**config.mk**
```make
export PLATFORM = sky130hd
export DESIGN_NAME = addsub_seq_ctrl_flat
export DESIGN_NICKNAME = d
export VERILOG_FILES = /design/src/rtl/addsub_seq_ctrl_if.sv /design/src/rtl/addsub_seq_ctrl.sv /design/src/flat_wrapper.sv
export SDC_FILE = /design/constraint.sdc
export NUM_CORES = 1
export LEC_CHECK = 0
export BUFFER_PORTS_ARGS = -buffer_cell sky130_fd_sc_hd__buf_2
export CAP_MARGIN = 10
export CORE_ASPECT_RATIO = 2
export CORE_UTILIZATION = 28
export DETAILED_ROUTE_END_ITERATION = 16
export GPL_TIMING_DRIVEN = 1
export PLACE_DENSITY = 0.47
export SYNTH_ARGS = -nofsm -noshare
export SYNTH_HDL_FRONTEND = slang
export SYNTH_SLANG_ARGS = --single-unit
export TNS_END_PERCENT = 20
```
**constraint.sdc**
```tcl
create_clock -name clk -period 5.2 [get_ports clk]
set_input_delay 0 -clock clk [delete_from_list [all_inputs] [get_ports clk]]
set_output_delay 0 -clock clk [all_outputs]
set_load 0.05 [all_outputs]
```
**src/rtl/addsub_seq_ctrl_if.sv**
```systemverilog
// Operand/result bundle for the multi-precision add/sub sequencer.
// Ovf is present only when OVF_DETECT_EN is defined.
interface addsub_seq_ctrl_if #(
    parameter int unsigned WORDS = 4
);
    logic               start;
    logic               sub;
    logic [8*WORDS-1:0] a;
    logic [8*WORDS-1:0] b;
    logic               busy;
    logic               done;
    logic [8*WORDS-1:0] s;
    logic               cout;
`ifdef OVF_DETECT_EN
    logic               ovf;

    modport master (output start, sub, a, b, input busy, done, s, cout, ovf);
    modport slave  (input start, sub, a, b, output busy, done, s, cout, ovf);
`else
    modport master (output start, sub, a, b, input busy, done, s, cout);
    modport slave  (input start, sub, a, b, output busy, done, s, cout);
`endif
endinterface

```
**src/rtl/addsub_seq_ctrl.sv**
```systemverilog
// Multi-precision A+/-B using one 8-bit slice over WORDS byte lanes, LSB lane first.
// Optional two's-complement overflow output under OVF_DETECT_EN.
module addsub_seq_ctrl #(
    parameter int unsigned WORDS = 4
) (
    input logic               clk,
    input logic               rst_n,
    addsub_seq_ctrl_if.slave  bus
);
    localparam int unsigned IdxW = $clog2(WORDS);

    typedef enum logic [1:0] {StIdle, StRun, StDone} state_e;

    state_e                    state_q, state_d;
    logic [IdxW-1:0]           idx_q;
    logic                      carry_q;
    logic                      sub_q;
    logic [WORDS-1:0][7:0]     a_q;
    logic [WORDS-1:0][7:0]     bx_q;
    logic [WORDS-1:0][7:0]     s_q;
    logic                      cout_q;
    logic [8:0]                lane_sum;
    logic                      accept;
    logic                      last_lane;

    always_comb begin
        lane_sum  = {1'b0, a_q[idx_q]} + {1'b0, bx_q[idx_q]} + {8'b0, carry_q};
        last_lane = (idx_q == IdxW'(WORDS - 1));
        accept    = bus.start && (state_q == StIdle || state_q == StDone);
        state_d   = state_q;
        unique case (state_q)
            StIdle:  if (bus.start) state_d = StRun;
            StRun:   if (last_lane) state_d = StDone;
            StDone:  state_d = bus.start ? StRun : StIdle;
            default: state_d = StIdle;
        endcase
    end

    always_ff @(posedge clk or negedge rst_n) begin
        if (!rst_n) begin
            state_q <= StIdle;
        end else begin
            state_q <= state_d;
        end
    end

    always_ff @(posedge clk or negedge rst_n) begin
        if (!rst_n) begin
            idx_q   <= '0;
            carry_q <= 1'b0;
            sub_q   <= 1'b0;
            a_q     <= '0;
            bx_q    <= '0;
            s_q     <= '0;
            cout_q  <= 1'b0;
        end else if (accept) begin
            // Subtract as A + ~B + 1: the +1 rides in on the lane-0 carry.
            a_q     <= bus.a;
            bx_q    <= bus.sub ? ~bus.b : bus.b;
            sub_q   <= bus.sub;
            carry_q <= bus.sub;
            idx_q   <= '0;
        end else if (state_q == StRun) begin
            s_q[idx_q] <= lane_sum[7:0];
            carry_q    <= lane_sum[8];
            if (last_lane) begin
                cout_q <= lane_sum[8] ^ sub_q;
            end else begin
                idx_q <= idx_q + IdxW'(1);
            end
        end
    end

`ifdef OVF_DETECT_EN
    logic ovf_q;
    logic carry_into_msb;

    // Carry into bit W-1 recovered from the top lane's sum bit 7.
    assign carry_into_msb = lane_sum[7] ^ a_q[idx_q][7] ^ bx_q[idx_q][7];

    always_ff @(posedge clk or negedge rst_n) begin
        if (!rst_n) begin
            ovf_q <= 1'b0;
        end else if (!accept && state_q == StRun && last_lane) begin
            ovf_q <= lane_sum[8] ^ carry_into_msb;
        end
    end

    assign bus.ovf = ovf_q;
`endif

    assign bus.busy = (state_q == StRun);
    assign bus.done = (state_q == StDone);
    assign bus.s    = s_q;
    assign bus.cout = cout_q;
endmodule

```
**src/flat_wrapper.sv**
```systemverilog
// flat-port wrapper written by rule: the top's interface ports become plain ports
module addsub_seq_ctrl_flat 
#(
    parameter int unsigned WORDS = 4
)
  (clk, rst_n, bus_start, bus_sub, bus_a, bus_b, bus_busy, bus_done, bus_s, bus_cout);
  addsub_seq_ctrl_if #(.WORDS(WORDS)) bus_i ();
  input logic clk;
  input logic rst_n;
  input wire logic [$bits(bus_i.start)-1:0] bus_start;
  input wire logic [$bits(bus_i.sub)-1:0] bus_sub;
  input wire logic [$bits(bus_i.a)-1:0] bus_a;
  input wire logic [$bits(bus_i.b)-1:0] bus_b;
  output wire logic [$bits(bus_i.busy)-1:0] bus_busy;
  output wire logic [$bits(bus_i.done)-1:0] bus_done;
  output wire logic [$bits(bus_i.s)-1:0] bus_s;
  output wire logic [$bits(bus_i.cout)-1:0] bus_cout;
  assign bus_i.start = bus_start;
  assign bus_i.sub = bus_sub;
  assign bus_i.a = bus_a;
  assign bus_i.b = bus_b;
  assign bus_busy = bus_i.busy;
  assign bus_done = bus_i.done;
  assign bus_s = bus_i.s;
  assign bus_cout = bus_i.cout;
  addsub_seq_ctrl #(.WORDS(WORDS)) u_core (.clk(clk), .rst_n(rst_n), .bus(bus_i));
endmodule
```
==> results.yml, run 1 <==
die:
  core_um2: 18310
  rows: 70
  ios: 103
  dieArea_um2: 19390
  start_util_pct: 28.76
  die_h_um: 195.9
  die_w_um: 98.97
power_and_ir_drop:
  power.density_nw_per_um2: 713.7
  cellLeakagePower_nw: 3.181
  ir_worst_vdd_uv: 206.5
finish:
  layout_common_cells: "nand2_1, dfrtp_1, buf_2, dlygate4sd3_1, o21ai_0"
  mostFrequentLayoutCell: "nand2_1"
  nNetsFinal: 769
  antenna_cells: 0
  syn_to_final_growth_pct: 29.90
  drive_above_1_share_pct: 20.78
  finalInstanceArea_um2: 6839
synth:
  synth_cells: 542
  synth-seq-cells: 103
  synth_cell_types: 40
  yosysWarningCount: 0
  synthDominantCellAreaShare_pct: 48.95
  synth_fp_nets: 623
  synth_largest_area_cell: "dfrtp_1"
  yosysSeqAreaShare_pct: 48.95
  synthTopCellsByArea: "dfrtp_1, nand2_1, mux4_2"
  synth_area_um2: 5265
  avgSynthCellArea_um2: 9.714
routing:
  dr.pass1.iters: 4
  remaining_drc_errors: 0
  routedWlPerCell_um: 14.86
  via_count: 4301
  route.met2.wl_um: 7252
  wl_met3_um: 378
  wl_met1_um: 5528
  drt-initial-drc-count: 131
  routed_wirelength_um: 13510
  vias_per_cell: 4.732
  final_antenna_net_count: 0
  routed.top_layer: "met4"
sta:
  worst_slew_margin_rel_pct: 30.34
  setup_violations: 0
  fin_crit_ns: 3.253
  worst_slew_pin_slew_ns: 1.042
  rsz0062_at_grt: "no"
  fin_crit_sh_pct: 62.56
  fmax_ghz: 0.3074
  tns_ns: 0
  hold_viol: 0
  slew_viol_final: 0
  fin_skew_ns: 0.01043
worst_setup_path:
  max_stage_delay_ns: 0.61
  crit_chain: "buf_4 > mux4_2 > fa_1 > inv_1 > fa_1 > nand2b_1 > a211oi_1 > or4_1 > nand3_1"
  worstPathRequired_ns: 5.49
  arrival_ns: 3.54
  critPathKind: "flop to flop"
  reg2reg_slack_ns: 1.95
  reg2reg_depth: 9
  worstReg2RegEnd: "u_core.bus.s[22]$_DFFE_PN0P_"
  cp_max_fo: 12
  endpoint_kind: "flop"
  cpMostUsedCell: "fa_1"
  crit_slowest_cell: "dfrtp_1"
  start_kind: "flop"
  r2r-start: "u_core.idx_q[0]$_DFFE_PN0P_"
grt:
  overflow: 0
  grt_pass1_vias: 4493
  grt_use_total_pct: 14.94
  grt_max_degree: 63
  grt_pass1_wl_um: 22510
  antenna_found_initial: 0
hold_path:
  holdPathEnd: "u_core.a_q[15]$_DFFE_PN0P_"
  min_path_cells: 4
  hp-start: "bus_start"
  min_path_type: "primary input to flop"
clock_tree:
  cts_setup_buffers: 0
  clkLatencyLatePin_ns: 0.35
  htree_levels: 3
  cts_sinks: 103
  cts_tree: "built"
  root_buffer: "clkbuf_16"
  cts_made_buffers: 9
  cts_max_path_buffers: 2
  clk_pin_slew_ns: 0.07
place:
  dp_hpwl_um: 9998
  port_buffers: 102
  place_congestion: 0.7483
  dpl-instance-area_um2: 5921
status:
  status: "completed"
run:
  drv_cap: 0
flip-flops by register name, summed over array words and instances, names as in the netlist:
name,count
u_core.bus.s,32
u_core.sub_q,1
u_core.carry_q,1
u_core.state_q,2
u_core.a_q,32
u_core.idx_q,2
u_core.bus.cout,1
u_core.bx_q,32
cell usage after synthesis:
| cell | n |
|---|---|
| xnor2_1 | 35 |
| mux2i_1 | 3 |
| or4_1 | 8 |
| a21o_1 | 1 |
| clkbuf_2 | 1 |
| o31a_1 | 5 |
| o21ai_0 | 54 |
| nand3_1 | 13 |
| and2_4 | 1 |
| o21a_1 | 1 |
| o2111ai_1 | 1 |
| buf_2 | 18 |
| mux4_2 | 16 |
| o41ai_1 | 1 |
| or3_1 | 4 |
| a31oi_2 | 1 |
| dfrtp_1 | 103 |
| and3_1 | 1 |
| nand2b_1 | 10 |
| fa_1 | 2 |
| nor4_1 | 1 |
| mux2_2 | 3 |
| inv_1 | 10 |
| o311a_1 | 1 |
| nor2_1 | 20 |
| nor4b_1 | 8 |
| nor2b_1 | 7 |
| xor2_1 | 1 |
| nand3b_1 | 3 |
| clkbuf_1 | 16 |
| o211ai_1 | 4 |
| buf_4 | 1 |
| o31ai_1 | 2 |
| o21bai_1 | 1 |
| nand2_1 | 160 |
| a21oi_1 | 2 |
| ha_1 | 11 |
| nand4_1 | 1 |
| a211oi_1 | 10 |
| nand3b_2 | 1 |
worst max path at each step:
stage	from	end
floorplan	u_core.idx_q[0]$_DFFE_PN0P_	u_core.bus.s[22]$_DFFE_PN0P_
global placement	u_core.idx_q[0]$_DFFE_PN0P_	u_core.bus.s[6]$_DFFE_PN0P_
detailed placement	u_core.idx_q[0]$_DFFE_PN0P_	u_core.bus.s[22]$_DFFE_PN0P_
CTS	u_core.idx_q[0]$_DFFE_PN0P_	u_core.bus.s[22]$_DFFE_PN0P_
global route	u_core.idx_q[0]$_DFFE_PN0P_	u_core.bus.s[6]$_DFFE_PN0P_
finish	u_core.idx_q[0]$_DFFE_PN0P_	u_core.bus.s[22]$_DFFE_PN0P_
critical path: cells and delay by family, from the launching register on:
family | cells | cell delay [ns]
fa+ha+maj | 2 | 0.62
simple gates | 3 | 0.80
compound gates | 1 | 0.17
mux | 1 | 0.56
buf+inv | 2 | 0.44
flops | 1 | 0.61
layout make-up:
| class | count | area [µm²] |
|---|---|---|
| fill | 1853 | 11470 |
| tap | 216 | 270.3 |
| sequential | 103 | 2577 |
| timing repair buffer | 171 | 1194 |
| clock inverter | 5 | 35.03 |
| clock buffer | 11 | 232.7 |
| multi-input combinational | 393 | 2492 |
| inverter | 10 | 37.54 |
kinds of logic (layout without fill, tap and decap cells):
| kind of cell | Yosys count | count (layout) | synth area share, % |
|---|---|---|---|
| mux | 22 | 22 | 8.056 |
| xor+xnor | 36 | 36 | 5.989 |
| flops | 103 | 103 | 48.95 |
| compound gates | 84 | 84 | 9.625 |
| buf+inv | 46 | 197 | 3.802 |
| simple gates | 238 | 238 | 20.20 |
| fa+ha+maj | 13 | 13 | 3.375 |
repair_timing:
item,in CTS,in global routing
endpoints found under the hold margin,110,0
resized for setup,0,0
hold buffers,65,0
report_power, final:
part | leakage [nW] | switching, W | total [W] | internal (W)
Sequential | 1.28 | 0.000251 | 0.00144 | 0.00119
Clock | 0.129 | 0.000298 | 0.000623 | 0.000325
Combinational | 1.77 | 0.00182 | 0.00281 | 0.000994
Total | 3.18 | 0.00237 | 0.00488 | 0.00251
per-stage QoR:
stage	std cells	hold slack [ns]	utilization (%)	setup WS [ns]	total power (W)
finish	909	0.1335	37.36	1.947	0.004881
detailed placement	828	0.05268	32.34	1.888	0.004278
CTS	909	0.1134	37.36	1.876	0.004955
global route	909	0.1307	37.36	1.694	0.005305
floorplan	542	-0.2956	-	2.232	0.003528
global placement	828	0.04740	32.34	1.983	0.004221
metal layers:
layer,global-route usage (%),up-vias
met4,6.910,0
met1,16.76,2074
met5,0,-
li1,-,2124
met3,2.173,20
met2,27.38,83
Note: power is estimated with default switching activity, not from simulation.
==> run 2: changes to the inputs <==
--- a/config.mk
+++ b/config.mk
@@ -5,13 +5,14 @@
 export SDC_FILE = /design/constraint.sdc
 export NUM_CORES = 1
 export LEC_CHECK = 0
+export ABC_AREA = 1
 export BUFFER_PORTS_ARGS = -buffer_cell sky130_fd_sc_hd__buf_2
 export CAP_MARGIN = 10
 export CORE_ASPECT_RATIO = 2
 export CORE_UTILIZATION = 28
 export DETAILED_ROUTE_END_ITERATION = 16
 export GPL_TIMING_DRIVEN = 1
-export PLACE_DENSITY = 0.47
+export PLACE_DENSITY = 0.49
 export SYNTH_ARGS = -nofsm -noshare
 export SYNTH_HDL_FRONTEND = slang
 export SYNTH_SLANG_ARGS = --single-unit
==> constraint.sdc (replaced) <==
create_clock -name clk -period 2.61 [get_ports clk]
set_input_delay 0 -clock clk [delete_from_list [all_inputs] [get_ports clk]]
set_output_delay 0 -clock clk [all_outputs]
set_load 0.05 [all_outputs]
==> run 2 against run 1 <==
  * Total power rose by 110%
  * Sequential cell count did not move
  * Clock skew shrank 0.0024 ns
  * Clock power is 110% higher
  * Critical endpoint is now u_core.bus.s[15]$_DFFE_PN0P_
  * Area after synthesis decreased by 4.8%
==> results.yml, run 2 <==
status:
  status: "completed"
die:
  core_um2: 17360
  dieArea_um2: 18480
  die_w_um: 96.62
  start_util_pct: 28.89
  rows: 68
  ios: 103
  die_h_um: 191.2
place:
  place_congestion: 0.8674
  dp_hpwl_um: 11350
  port_buffers: 102
clock_tree:
  root_buffer: "clkbuf_16"
  cts_tree: "built"
  clk_pin_slew_ns: 0.07
  cts_sinks: 103
  cts_max_path_buffers: 2
  htree_levels: 3
  clkLatencyLatePin_ns: 0.34
  cts_made_buffers: 9
finish:
  final_util_pct: 38.86
  mostFrequentLayoutCell: "nand2_1"
  drive_above_1_share_pct: 19.42
  syn_to_final_growth_pct: 34.51
  antenna_cells: 0
  nNetsFinal: 839
  layout_common_cells: "nand2_1, dfrtp_1, buf_2, o21ai_0, dlygate4sd3_1"
  num-fill-cells: 1856
synth:
  synth_area_um2: 5014
  synthArstFlopShare_pct: 100.0
  synth_cells: 599
  synth_fp_nets: 680
  synth_cell_types: 27
  yosys-top-cells-count: "nand2_1, dfrtp_1, o21ai_0, xnor2_1, nor2_1"
  yosysWarningCount: 0
  synth_largest_area_cell: "dfrtp_1"
  synth_enable_flop_cells: 0
  synthTopCellsByArea: "dfrtp_1, nand2_1, o21ai_0"
  yosysSeqAreaShare_pct: 51.41
  synth-seq-cells: 103
  synthDominantCellAreaShare_pct: 51.41
  synth-main-ff-cell: "dfrtp_1"
  synth.most_common_cell: "nand2_1"
  avgSynthCellArea_um2: 8.370
worst_setup_path:
  crit_slowest_cell: "dfrtp_1"
  startpoint: "u_core.idx_q[1]$_DFFE_PN0P_"
  max_stage_delay_ns: 0.39
  worstPathRequired_ns: 2.84
  r2r-start: "u_core.idx_q[1]$_DFFE_PN0P_"
  cp_max_fo: 12
  crit_chain: "inv_1 > buf_4 > buf_4 > o21ai_0 > o22ai_1 > ha_1 > nand2_1 > nand2_1 > a21oi_1 > nand3_1 > nand3_1 > nand2_1"
  start_kind: "flop"
  cpMostUsedCell: "nand2_1"
  critPathKind: "flop to flop"
  endpoint_kind: "flop"
  arrival_ns: 2.59
grt:
  antenna_found_initial: 0
  overflow: 0
  grt_use_total_pct: 16.74
  grt_max_degree: 79
  grt_pass1_wl_um: 23800
  grt_pass1_vias: 4415
power_and_ir_drop:
  ir_worst_vdd_uv: 549.4
  p_comb_share_pct: 57.6
  p_int_w: 0.005030
  p_seq_share_pct: 29.4
  power_w: 0.01013
  swShare_pct: 50.32
  p_clk_share_pct: 13.0
  cellLeakagePower_nw: 3.411
  power.density_nw_per_um2: 1501
  power_switching_w: 0.005095
routing:
  dr.pass1.iters: 4
  routedWlPerCell_um: 15.51
  remaining_drc_errors: 0
  via_count: 4492
  final_antenna_net_count: 0
  drt-initial-drc-count: 257
  vias_per_cell: 4.621
  routed_wirelength_um: 15070
sta:
  hold_viol: 0
  fin_crit_sh_pct: 90.50
  fin_skew_ns: 0.007992
  setup_violations: 0
  slew_viol_final: 0
  rsz0062_at_grt: "no"
  tns_ns: 0
  fmax_ghz: 0.4233
  worst_slew_margin_rel_pct: 39.80
  fin_crit_ns: 2.362
  worst_slew_pin_slew_ns: 0.9030
run:
  drv_cap: 0
hold_path:
  min_path_type: "primary input to asynchronous set/reset pin"
==> run 2: changes by cell type in the layout (fill, tap and decap cells not counted), moves of 9 or more <==
| cell | before | now |
|---|---|---|
| a211oi_1 | 10 | 0 |
| o22ai_1 | 0 | 13 |
| nand2b_1 | 9 | 0 |
| mux4_2 | 16 | 0 |
| o21ai_0 | 54 | 67 |
| nand3_1 | 13 | 27 |
| inv_1 | 10 | 22 |
| nor2_1 | 20 | 33 |
| nand2_1 | 160 | 229 |
==> run 2: path summary, 6_finish.rpt <==
path / to / slack, ns / depth (start not counted)
max in group asynchronous: u_core.a_q[28]$_DFFE_PN0P_ / 1.67 / 3
min: u_core.bus.s[0]$_DFFE_PN0P_ / 0.21 / 2
min in group clk: u_core.a_q[5]$_DFFE_PN0P_ / 0.21 / 4
min reg2reg: u_core.bus.s[5]$_DFFE_PN0P_ / 0.47 / 2
max: u_core.bus.s[15]$_DFFE_PN0P_ / 0.25 / 12
max reg2reg: u_core.bus.s[15]$_DFFE_PN0P_ / 0.25 / 12
==> run 2: per-layer routing <==
layer / global-route usage (%) / share of wire [%] / up-vias / wire length [µm]
met4: 7.290 / 3.4 / 0 / 515
met5: 0 / 0 / - / 0
met3: 2.450 / 2.0 / 24 / 297
li1: - / - / 2233 / -
met2: 32.80 / 58 / 95 / 8690
met1: 17.29 / 37 / 2140 / 5569
==> run 2: kinds of logic after synthesis <==
| kind of cell | after synthesis | share of synthesized area, % |
|---|---|---|
| AOI/OAI and AO/OA | 93 | 10.06 |
| DFF | 103 | 51.41 |
| buffers and inverters | 58 | 5.166 |
| xor gates and xnor gates | 34 | 5.940 |
| and+or+nand+nor | 298 | 23.88 |
| adders and majority gates | 13 | 3.544 |
==> run 2: power by group through the flow <==
| stage | Sequential (W) | Clock (W) | Combinational, W |
|---|---|---|---|
| 4_1_cts | 0.00298 | 0.00136 | 0.00578 |
| 3_5_place_dp | 0.00300 | 0 | 0.00569 |
| 3_3_place_gp | 0.00300 | 0 | 0.00559 |
| 2_1_floorplan | 0.00355 | 0 | 0.00324 |
| 6_report | 0.00297 | 0.00132 | 0.00583 |
| 5_1_grt | 0.00304 | 0.00143 | 0.00654 |
==> run 2: repair_timing <==
| item | 4_1_cts | 5_1_grt |
|---|---|---|
| gates resized for setup | 0 | 10 |
| setup buffers | 0 | 2 |
| hold buffers | 64 | 1 |
| hold endpoints to repair | 108 | 1 |
| setup endpoints to repair | 0 | 9 |
==> run 2: cell type report <==
type / instances / area [µm²] / share of cell area, %
sequential: 103 / 2579 / 38.24
inverter: 27 / 108.9 / 1.614
clock inverter: 5 / 58.81 / 0.8720
multi-input combinational: 438 / 2203 / 32.67
clock buffer: 10 / 229.0 / 3.395
tap: 210 / 262.8 / 3.896
timing repair buffer: 179 / 1303 / 19.31
==> run 2: critical path: cells and delay by family (launching register included) <==
kind | cells | cell delay (ns)
flops | 1 | 0.39
fa+ha+maj | 1 | 0.34
buf+inv | 3 | 0.53
simple gates | 5 | 0.55
compound gates | 3 | 0.43
==> run 2: metrics by stage <==
stage               instance area, µm²  hold slack (ns)  cells  worst slack, ns
global placement                  5749          0.04054    890           0.1680
global route                      6744           0.2508    972          0.04233
floorplan                         5014          -0.2956    599           0.2518
CTS                               6678         0.004706    969          0.07233
detailed placement                5749          0.04842    890          0.08139
finish                            6744           0.2085    972           0.2478
